===== src/rtl/arithmetic_left_shifter_seq_pkg.sv =====
// Shared constants and state encoding for the sequential shifters.
package arithmetic_left_shifter_seq_pkg;

  localparam int unsigned DATA_WIDTH  = 16;
  localparam int unsigned SHAMT_WIDTH = 5;

  localparam logic [1:0] S_IDLE  = 2'd0;
  localparam logic [1:0] S_SHIFT = 2'd1;
  localparam logic [1:0] S_DONE  = 2'd2;

  typedef enum logic [1:0] {
    StIdle  = S_IDLE,
    StShift = S_SHIFT,
    StDone  = S_DONE
  } state_e;

endpackage


===== src/rtl/arithmetic_left_shifter_seq_if.sv =====
// Start/done handshake and data bus between the control unit and the shifter.
interface arithmetic_left_shifter_seq_if
  import arithmetic_left_shifter_seq_pkg::*;
#(
  parameter int unsigned WIDTH   = DATA_WIDTH,
  parameter int unsigned SHAMT_W = SHAMT_WIDTH
);

  logic               start;
  logic [WIDTH-1:0]   in;
  logic [SHAMT_W-1:0] shamt;
  logic               busy;
  logic               done;
  logic [WIDTH-1:0]   out;
  logic               overflow;

  // Requester side (control unit).
  modport master (
    output start, in, shamt,
    input  busy, done, out, overflow
  );

  // Shifter side.
  modport slave (
    input  start, in, shamt,
    output busy, done, out, overflow
  );

endinterface


===== src/rtl/arithmetic_left_shifter_seq.sv =====
// Multi-cycle arithmetic left shifter: one bit per clock, signed-overflow detect.
module arithmetic_left_shifter_seq
  import arithmetic_left_shifter_seq_pkg::*;
#(
  parameter int unsigned WIDTH   = DATA_WIDTH,
  parameter int unsigned SHAMT_W = SHAMT_WIDTH
) (
  input logic                         clk,
  input logic                         rst_n,
  arithmetic_left_shifter_seq_if.slave bus
);

  localparam int unsigned CNT_W = $clog2(WIDTH + 1);

  state_e            state_q, state_d;
  logic [WIDTH-1:0]  sreg_q, sreg_d;
  logic [CNT_W-1:0]  count_q, count_d;
  logic              ovf_acc_q, ovf_acc_d;
  logic [WIDTH-1:0]  out_q, out_d;
  logic              overflow_q, overflow_d;

  logic [CNT_W-1:0]  cap_count;
  logic [WIDTH-1:0]  sreg_shl;
  logic              ovf_step;

  // Shifts beyond WIDTH produce the same result as WIDTH, so cap the iteration count.
  always_comb begin
    if (32'(bus.shamt) > WIDTH) begin
      cap_count = CNT_W'(WIDTH);
    end else begin
      cap_count = CNT_W'(bus.shamt);
    end
  end

  // The bit about to leave must match the new sign bit, otherwise the product has overflowed.
  always_comb begin
    sreg_shl = {sreg_q[WIDTH-2:0], 1'b0};
    ovf_step = sreg_q[WIDTH-1] ^ sreg_q[WIDTH-2];
  end

  // State register.
  always_ff @(posedge clk) begin
    if (!rst_n) begin
      state_q <= StIdle;
    end else begin
      state_q <= state_d;
    end
  end

  // Next-state logic; start is only honoured in idle.
  always_comb begin
    state_d = state_q;
    unique case (state_q)
      StIdle: begin
        if (bus.start) begin
          state_d = (cap_count == '0) ? StDone : StShift;
        end
      end
      StShift: begin
        if (count_q == CNT_W'(1)) begin
          state_d = StDone;
        end
      end
      StDone:  state_d = StIdle;
      default: state_d = StIdle;
    endcase
  end

  // Outputs are pure decodes of the registered state.
  always_comb begin
    bus.busy = (state_q == StShift) || (state_q == StDone);
    bus.done = (state_q == StDone);
  end

  // Datapath next-state; out/overflow only load on the edge entering done.
  always_comb begin
    sreg_d     = sreg_q;
    count_d    = count_q;
    ovf_acc_d  = ovf_acc_q;
    out_d      = out_q;
    overflow_d = overflow_q;
    unique case (state_q)
      StIdle: begin
        if (bus.start) begin
          sreg_d    = bus.in;
          count_d   = cap_count;
          ovf_acc_d = 1'b0;
          if (cap_count == '0) begin
            out_d      = bus.in;
            overflow_d = 1'b0;
          end
        end
      end
      StShift: begin
        sreg_d    = sreg_shl;
        count_d   = count_q - CNT_W'(1);
        ovf_acc_d = ovf_acc_q | ovf_step;
        if (count_q == CNT_W'(1)) begin
          out_d      = sreg_shl;
          overflow_d = ovf_acc_q | ovf_step;
        end
      end
      default: ;
    endcase
  end

  // Datapath registers; reset also aborts any operation in flight.
  always_ff @(posedge clk) begin
    if (!rst_n) begin
      sreg_q     <= '0;
      count_q    <= '0;
      ovf_acc_q  <= 1'b0;
      out_q      <= '0;
      overflow_q <= 1'b0;
    end else begin
      sreg_q     <= sreg_d;
      count_q    <= count_d;
      ovf_acc_q  <= ovf_acc_d;
      out_q      <= out_d;
      overflow_q <= overflow_d;
    end
  end

  // Drive the result bus from the held registers.
  always_comb begin
    bus.out      = out_q;
    bus.overflow = overflow_q;
  end

endmodule


===== src/flat_wrapper.sv =====
// flat-port wrapper written by rule: the top's interface ports become plain ports
module arithmetic_left_shifter_seq_flat import arithmetic_left_shifter_seq_pkg::*;
#(
  parameter int unsigned WIDTH   = DATA_WIDTH,
  parameter int unsigned SHAMT_W = SHAMT_WIDTH
)
  (clk, rst_n, bus_start, bus_in, bus_shamt, bus_busy, bus_done, bus_out, bus_overflow);
  arithmetic_left_shifter_seq_if #(.WIDTH(WIDTH), .SHAMT_W(SHAMT_W)) bus_i ();
  input logic clk;
  input logic rst_n;
  input wire logic [$bits(bus_i.start)-1:0] bus_start;
  input wire logic [$bits(bus_i.in)-1:0] bus_in;
  input wire logic [$bits(bus_i.shamt)-1:0] bus_shamt;
  output wire logic [$bits(bus_i.busy)-1:0] bus_busy;
  output wire logic [$bits(bus_i.done)-1:0] bus_done;
  output wire logic [$bits(bus_i.out)-1:0] bus_out;
  output wire logic [$bits(bus_i.overflow)-1:0] bus_overflow;
  assign bus_i.start = bus_start;
  assign bus_i.in = bus_in;
  assign bus_i.shamt = bus_shamt;
  assign bus_busy = bus_i.busy;
  assign bus_done = bus_i.done;
  assign bus_out = bus_i.out;
  assign bus_overflow = bus_i.overflow;
  arithmetic_left_shifter_seq #(.WIDTH(WIDTH), .SHAMT_W(SHAMT_W)) u_core (.clk(clk), .rst_n(rst_n), .bus(bus_i));
endmodule

===== config.mk =====
export PLATFORM = sky130hd
export DESIGN_NAME = arithmetic_left_shifter_seq_flat
export DESIGN_NICKNAME = d
export VERILOG_FILES = /design/src/rtl/arithmetic_left_shifter_seq_pkg.sv /design/src/rtl/arithmetic_left_shifter_seq_if.sv /design/src/rtl/arithmetic_left_shifter_seq.sv /design/src/flat_wrapper.sv
export SDC_FILE = /design/constraint.sdc
export NUM_CORES = 1
export LEC_CHECK = 0
export CORE_MARGIN = 5
export CORE_UTILIZATION = 30
export DETAILED_ROUTE_END_ITERATION = 6
export SKIP_LAST_GASP = 1
export SYNTH_ARGS = -nofsm -noshare
export SYNTH_HDL_FRONTEND = slang
export SYNTH_SLANG_ARGS = --single-unit

===== constraint.sdc =====
create_clock -name clk -period 3.1 [get_ports clk]
set_input_delay 0.93 -clock clk [delete_from_list [all_inputs] [get_ports clk]]
set_output_delay 0.93 -clock clk [all_outputs]
set_load 0.005 [all_outputs]

Yosys cells after proc, flatten, opt, wreduce, memory -nomap -nowiden
Cells that the tools add are included.
Operators by class
  add/subtract/negate cells: 1
  magnitude comparators: 1
  equal/unequal tests: 6
  multiplexer cells: 19
  bitwise gates (word level): 2
  reduce and logical (&&, ||, !) cells: 7
Operators by type and width (number)
  2-to-1 mux 16 bit: 4
  one-hot mux 16 bit (2 select lines): 2
  2-to-1 mux 5 bit: 2
  one-hot mux 5 bit (2 select lines): 1
  2-to-1 mux 2 bit: 3
  == test 5 x 1 -> 1 bit, second input constant: 1
  > comparator 5 bit, second input constant: 1
  zero test 5 bit: 1
  subtractor 5 x 1 -> 5 bit, second input constant: 1
  2-to-1 mux 1 bit: 4
  != test 2 x 1 -> 1 bit, second input constant: 2
  one-hot mux 1 bit (2 select lines): 2
  one-hot mux 2 bit (2 select lines): 1
  AND reduction 2 bit: 2
  AND reduction 4 bit: 1
  == test 2 x 1 -> 1 bit, second input constant: 1
  == test 2 bit, second input constant: 1
  zero test 2 bit: 1
  != test 2 bit, second input constant: 1
  nonzero test 2 bit: 1
  logical OR 1 bit: 1
  OR 1 bit: 1
  XOR 1 bit: 1
Storage, ports and cells
  register bits after elaboration: 41
  output and inout port bits: 19

Longest topological paths before layout
Gate-level depths: netlist of run 1.
  word-level depth: 6
  depth in mapped cells: 9
  mapped depth without buffers: 6

Worst setup path after synthesis of run 1
Ideal clock, no wire load.
  path kind: input -> register
  start point: input bus_shamt[4]
  end point: register u_core.overflow_q, in the netlist u_core.bus.overflow
  setup time: 0.121 ns
  arrival time: 2.260 ns
  setup slack: 0.718 ns
  stages: 6
  path buffers: 2
  path through: or4_4 o32ai_4 and2_1 buf_4 buf_6 o21ai_0
Between the ends
  cells in the longest elaborated chain, start to end: 5
Ends and longest elaborated chain
  start: declaration: line flat_wrapper.sv:13  | input wire logic [$bits(bus_i.shamt)-1:0] bus_shamt;
  > comparator 5 bit: line arithmetic_left_shifter_seq.sv:28  | if (32'(bus.shamt) > WIDTH) begin
  2-to-1 mux 5 bit *: line arithmetic_left_shifter_seq.sv:28
  zero test 5 bit *: line arithmetic_left_shifter_seq.sv:88  | if (cap_count == '0) begin
  != test 2 x 1 -> 1 bit (no line) *
  AND reduction 4 bit (no line) *
  end signal: assignment: line arithmetic_left_shifter_seq.sv:120  | overflow_q <= overflow_d;
  end: declaration: line arithmetic_left_shifter_seq.sv:20  | logic overflow_q, overflow_d;
Every way passes the cells marked *; elsewhere a longest branch is shown, timed or not.
A chain may end at the register's enable or synchronous reset.

Final worst setup path of run 1
  start point: input bus_shamt[4]
  end point: register u_core.out_q[12], in the netlist u_core.bus.out[12]
Between the ends
  cells in the longest elaborated chain, start to end: 5
Ends and longest elaborated chain
  > comparator 5 bit: line arithmetic_left_shifter_seq.sv:28
  2-to-1 mux 5 bit *: line arithmetic_left_shifter_seq.sv:28
  zero test 5 bit *: line arithmetic_left_shifter_seq.sv:88
  != test 2 x 1 -> 1 bit (no line) *
  AND reduction 4 bit (no line) *
  end signal: assignment: line arithmetic_left_shifter_seq.sv:119  | out_q <= out_d;
  end: declaration: line arithmetic_left_shifter_seq.sv:19  | logic [WIDTH-1:0] out_q, out_d;
Marks and branches as above.

==> summary.txt, run 1 <==
Status
  • Outcome: completed

Die
  • Die area: 8210 um2
  • Row cnt: 29
  • Initial Utilization: 30.7%
  • I/O pin count: 43
  • Die height: 90.6 um
  • Core region area: 6350 um2
  • Die W: roughly 91 um

Global routing
  • Vias in the first global route: 1,699
  • GRT Max-Usage Layer: met2
  • Initial antenna violation count: 0
  • Total gr overflow: 0
  • First-pass GRT wire length: between 8 and 9 mm
  • Pin count of the biggest net entering global routing: 44
  • Met2 Resource Use GR: 19.6%
  • Met3 GRT Util: 3.50%
  • Tot GR Track Use: 12.1%
  • M1 GR Usage: between 10% and 20%

Drt
  • Vias per inst: 5.04
  • Residual DRC: 0
  • Final ANT Viol Nets: 0
  • 1st-iter DRT viols: 61
  • 1st-pass router iterations: 4
  • WL/cell: 15.1 um
  • DRT Wirelength: 4.80 mm
  • Via count: about 1,600

Timing
  • Post-Route Skew: 0.0108 ns
  • RSZ-0062 raised after global routing: false
  • Setup TNS: 0 ns
  • Fin crit period: between 2 and 3 ns
  • Final Max Tran Viols: 0
  • Slew headroom: 59.9%
  • Final Cycle Share: 81.5%
  • Final hold violations: 0
  • Worst-Margin Slew: 0.585 ns
  • Setup Viol. Count Final: 0
  • Max Freq: 396 MHz

Synth
  • Mapped Nets: 232
  • Sequential element share of the synthesized area: 42.1%
  • Synth Cell Area: 1950 um2
  • EDFF count, synth: 0
  • Post-Syn Area per Cell: slightly below 10 um2
  • Synth top area share: 42.1%
  • FFs w/ async S/R, synth: 0%
  • Main synth FF type: dfxtp_1
  • Synth Instances: 203
  • Seq cells post-synth: 41
  • Synth cell types: 36
  • Post-synth top area cell: dfxtp_1
  • Ranking of synthesized cells by area: dfxtp_1 42%, o211a_1 15%, mux2i_1 8.2%, nand2_1 4.6%, nand3_1 4.1%
  • Yosys warnings: 0

Pwr
  • Leak Pwr: approximately 1.2 nW
  • Pwr Total: 1.48 mW
  • Cell Pwr Density: approximately 580 nW/um2
  • VDD IR max: between 0.0002 and 0.0003 V

Critical path
  • CP arrival: ~2.8 ns
  • Crit path launch type: input port
  • Critical Path RT: 3.33 ns
  • Critical path class: input port to flip-flop
  • Crit end category: flip-flop
  • CP Max Fanout: 15

Clock network
  • Hold buffer count at CTS: 0
  • CTS tree: yes
  • Postcts setup bufs: 0
  • Clk sinks: 41
  • Clock Tree Buf Depth: 2
  • Clock root cell: clkbuf_8
  • Cts bufs inserted: 5
  • # H-tree levels: 2
  • Clk_lat worst skew: 0.29 ns
  • Post_cts resized: 0
  • Clock-pin slew on the worst setup and hold paths: around 0.080 ns

Final layout
  • Most frequent cells in the layout: 42 x clkdlybuf4s50_1, 41 x dfxtp_1, 30 x o211a_1, 24 x nand2_1
  • Nets@finish: 269
  • N_diodes: 0
  • Commonest non-fill, non-tap cell in the layout: clkdlybuf4s50_1
  • Fraction of layout cells with a size suffix above 1: 8.30%
  • Area grow syn2layout: 31.8%

Placement
  • Port bufs: 42
  • DP HPWL: 3.27 mm
  • Final GP Congestion: roughly 0.76

Job
  • Max-cap viol count: 0

Hold path
  • HP Class: flip-flop to flip-flop
==> path summary, 6_finish.rpt <==
check	from	end	slack, ns	cells after the start
max	bus_shamt[4]	u_core.bus.out[12]	0.57	6
min	u_core.sreg_q[0]	u_core.sreg_q[0]	0.46	2
max reg2reg	u_core.state_q[1]	u_core.sreg_q[11]	0.96	7
min reg2reg	u_core.sreg_q[0]	u_core.sreg_q[0]	0.46	2
==> critical path, stage by stage <==
cell	delay, ns
clkdlybuf4s50_1	0.46
or4_4	0.59
o32ai_4	0.24
and2_1	0.24
buf_12	0.16
o211a_1	0.13
==> through the flow <==
stage          std cells  util (%)  worst slack (ns)  area, um2  hold slack, ns
2_1_floorplan        203         -             0.718       1950           0.441
3_3_place_gp         310      38.6             0.285       2450           0.453
3_5_place_dp         310      38.6             0.272       2450           0.456
4_1_cts              318      40.5             0.582       2570           0.468
5_1_grt              318      40.5             0.493       2570           0.493
6_report             318      40.5             0.573       2570           0.463
==> synth_stat cells (2+ instances only) <==
library cell,n
a22oi_1,2
nor2b_1,3
ha_1,5
nand2b_1,3
dfxtp_1,41
buf_1,5
inv_1,6
or3b_2,2
o21ai_0,6
o211a_1,30
nor3b_1,3
nand3_1,16
a21oi_1,5
nand4_1,2
clkbuf_1,8
mux2i_1,16
nand2_1,24
buf_2,3
nor2_1,4
a21boi_0,3
==> logic make-up (layout without fill, tap and decap cells) <==
group	after synthesis	count (layout)	synth area share, %
simple gates	60	60	15.3
compound gates	55	55	24.8
flops	41	41	42.1
buf+inv	24	62	5.39
mux	17	17	8.79
fa+ha+maj	5	5	3.21
xor+xnor	1	1	0.449
==> layout make-up <==
cell class,count,area (um2)
Clock inverter,2,37.5
Fill cell,628,3780
Tap cell,77,96.3
Multi-Input combinational cell,138,1030
Sequential cell,41,821
Clock buffer,6,82.6
Timing Repair Buffer,48,478
Inverter,6,22.5
==> flip-flops by register name, indices dropped and copies added (netlist names) <==
name                 count
u_core.count_q           5
u_core.sreg_q           16
u_core.state_q           2
u_core.ovf_acc_q         1
u_core.bus.out          16
u_core.bus.overflow      1
==> layer usage <==
layer	share of wire, %	vias to the layer above
met2	47	27
li1	-	810
met5	0	-
met3	4.1	5
met1	47	761
met4	1.4	0
==> power by group <==
part	switching, mW	internal [mW]
combinational	0.199	0.198
sequential	0.0414	0.594
clock	0.188	0.262
Power figures use the tool's default switching activity.
==> run 2, diff against run 1 <==
clock period = 2.2 ns   (was 3.1 ns; I/O delays follow)
==> summary.txt, run 2 (same netlist as run 1, synthesis figures left out) <==
Pwr
  • Cell Pwr Density: 756 nW/um2 (+31%)
  • VDD IR max: 0.000267 V (-3.4%)
  • Leak Pwr: 1.31 nW (+7.1%)

Clock network
  • Clock root cell: clkbuf_8
  • Clk sinks: 41 (unchanged)
  • Clk_lat worst skew: 0.30 ns (about the same)
  • CTS tree: yes
  • Hold buffer count at CTS: 0 (unchanged)
  • Clock-pin slew on the worst setup and hold paths: 0.09 ns (about the same)
  • # H-tree levels: 2 (unchanged)
  • Postcts setup bufs: 0 (unchanged)
  • Clock Tree Buf Depth: 2 (unchanged)
  • Cts bufs inserted: 5 (unchanged)

Timing
  • Final Max Tran Viols: 0 (unchanged)
  • Worst-Margin Slew: 0.678 ns (+0.0935 ns)
  • Hold WS: 0.464 ns (+0.00103 ns)
  • Max Freq: 464 MHz
  • Setup Viol. Count Final: 0 (unchanged)
  • Final hold violations: 0 (unchanged)
  • Slew headroom: 54.6% (-5.3 points)
  • Post-Route Skew: 0.0118 ns (+0.00105 ns)
  • Setup TNS: 0 ns (unchanged)
  • Fin crit period: 2.15 ns
  • Final Cycle Share: 97.9%

Critical path
  • Critical path class: input port to flip-flop
  • Crit path launch type: input port
  • CP arrival: 2.36 ns (-0.40 ns)
  • CP Max Fanout: 7 (-8)
  • Crit end category: flip-flop
  • Critical Path RT: 2.41 ns (-0.92 ns)
  • Reg2Reg Setup Slack: 0.29 ns (-0.67 ns)
  • R2R Path Start: u_core.count_q[1]
  • Worst reg2reg path endpoint: u_core.state_q[0]
  • R2r worst-path depth: 6 (-1)

Final layout
  • Most frequent cells in the layout: 39 x clkdlybuf4s50_1, 39 x dfxtp_1, 30 x o211a_1, 24 x nand2_1
  • Area grow syn2layout: 38.1%
  • Fraction of layout cells with a size suffix above 1: 13.5% (+5.2 points)
  • Fillers: 628 (unchanged)
  • Post-route cell area: 2690 um2 (+4.8%)
  • Nets@finish: 280 (+4.1%)
  • N_diodes: 0 (unchanged)

Drt
  • 1st-iter DRT viols: 89 (+46%)
  • WL/cell: 15.1 um (-0.16%)
  • Residual DRC: 0 (unchanged)
  • Via count: 1,683 (+5.0%)
  • Final ANT Viol Nets: 0 (unchanged)
  • Vias per inst: 5.12 (+1.5%)
  • 1st-pass router iterations: 4 (unchanged)
  • DRT Wirelength: 4.96 mm (+3.3%)

Hold path
  • Hold path cells: 2 (unchanged)
  • Hold endpoint: u_core.bus.out[0]
  • Hold path start: u_core.bus.out[0]
  • HP Class: flip-flop to flip-flop

Placement
  • DP Area: 2540 um2 (+3.8%)
  • Final GP Congestion: 0.749 (-1.9%)
  • DP HPWL: 3.39 mm (+3.8%)
  • Port bufs: 42 (unchanged)

Global routing
  • Vias in the first global route: 1,667 (-1.9%)
  • Pin count of the biggest net entering global routing: 44 (unchanged)
  • First-pass GRT wire length: 8.20 mm (+0.85%)
  • Tot GR Track Use: 12.1% (about the same)
  • Total gr overflow: 0 (unchanged)
  • Initial antenna violation count: 0 (unchanged)

Die
  • Core region area: 6350 um2 (unchanged)
  • Die area: 8210 um2 (unchanged)
  • Row cnt: 29 (unchanged)
  • Die W: 90.6 um (unchanged)
  • Die height: 90.6 um (unchanged)
  • I/O pin count: 43 (unchanged)
  • Initial Utilization: 30.7% (unchanged)

Job
  • Max-cap viol count: 0 (unchanged)

Status
  • Outcome: completed
==> run 2: layout make-up <==
class	instances	area (um2)	share of cell area (%)
Clock inverter	3	25.0	0.929
Multi-Input combinational cell	138	1050	38.8
Sequential cell	41	823	30.6
Tap cell	77	96.3	3.58
Clock buffer	5	68.8	2.55
Inverter	6	22.5	0.836
Timing Repair Buffer	59	612	22.7
==> run 2: timing repair <==
action | CTS | global route
cloned | 0 | 2
resized for setup | 2 | 6
setup endpoints to repair | 6 | 20
pin swaps | 0 | 3
==> run 2: power breakdown <==
part           switching, mW  internal [mW]  total [mW]
combinational          0.293          0.321       0.614
sequential            0.0615          0.839       0.900
clock                  0.293          0.229       0.523
==> run 2: critical path, stage by stage <==
cell	delay, ns
clkdlybuf4s50_1	0.42
or4_4	0.44
o32ai_4	0.33
buf_2	0.25
nand3_1	0.09
o211a_1	0.16
==> run 2: how the worst max path moves through the flow <==
stage	startpoint	to	slack (ns)	cells past startpoint
after detailed placement	bus_shamt[4]	u_core.bus.out[5]	-0.33	6
after global placement	bus_shamt[4]	u_core.bus.out[8]	-0.31	6
after floorplan	bus_shamt[4]	u_core.bus.overflow	0.09	6
after CTS	bus_shamt[4]	u_core.bus.out[5]	0.02	6
after global routing	bus_shamt[4]	u_core.bus.out[15]	-0.004	6
final	bus_shamt[4]	u_core.bus.out[7]	0.05	6
==> run 2: per-layer routing <==
| metal | vias up | part of all wire, % | global-route usage, % |
|---|---|---|---|
| met5 | - | 0 | 0 |
| met4 | 0 | 1.1 | 3.35 |
| met3 | 6 | 4.9 | 3.92 |
| met2 | 31 | 47 | 18.8 |
| met1 | 819 | 47 | 15.9 |
| li1 | 827 | - | - |
==> run 2: per-stage QoR <==
step           worst slack [ns]  util (%)  std cells  power [mW]
4_1_cts                  0.0165      41.6        327        2.05
6_report                 0.0469      42.4        329        2.04
3_5_place_dp             -0.329      40.0        319        1.51
5_1_grt                -0.00393      42.4        329        2.17
2_1_floorplan            0.0885         -        203        1.27
3_3_place_gp             -0.312      40.0        319        1.50
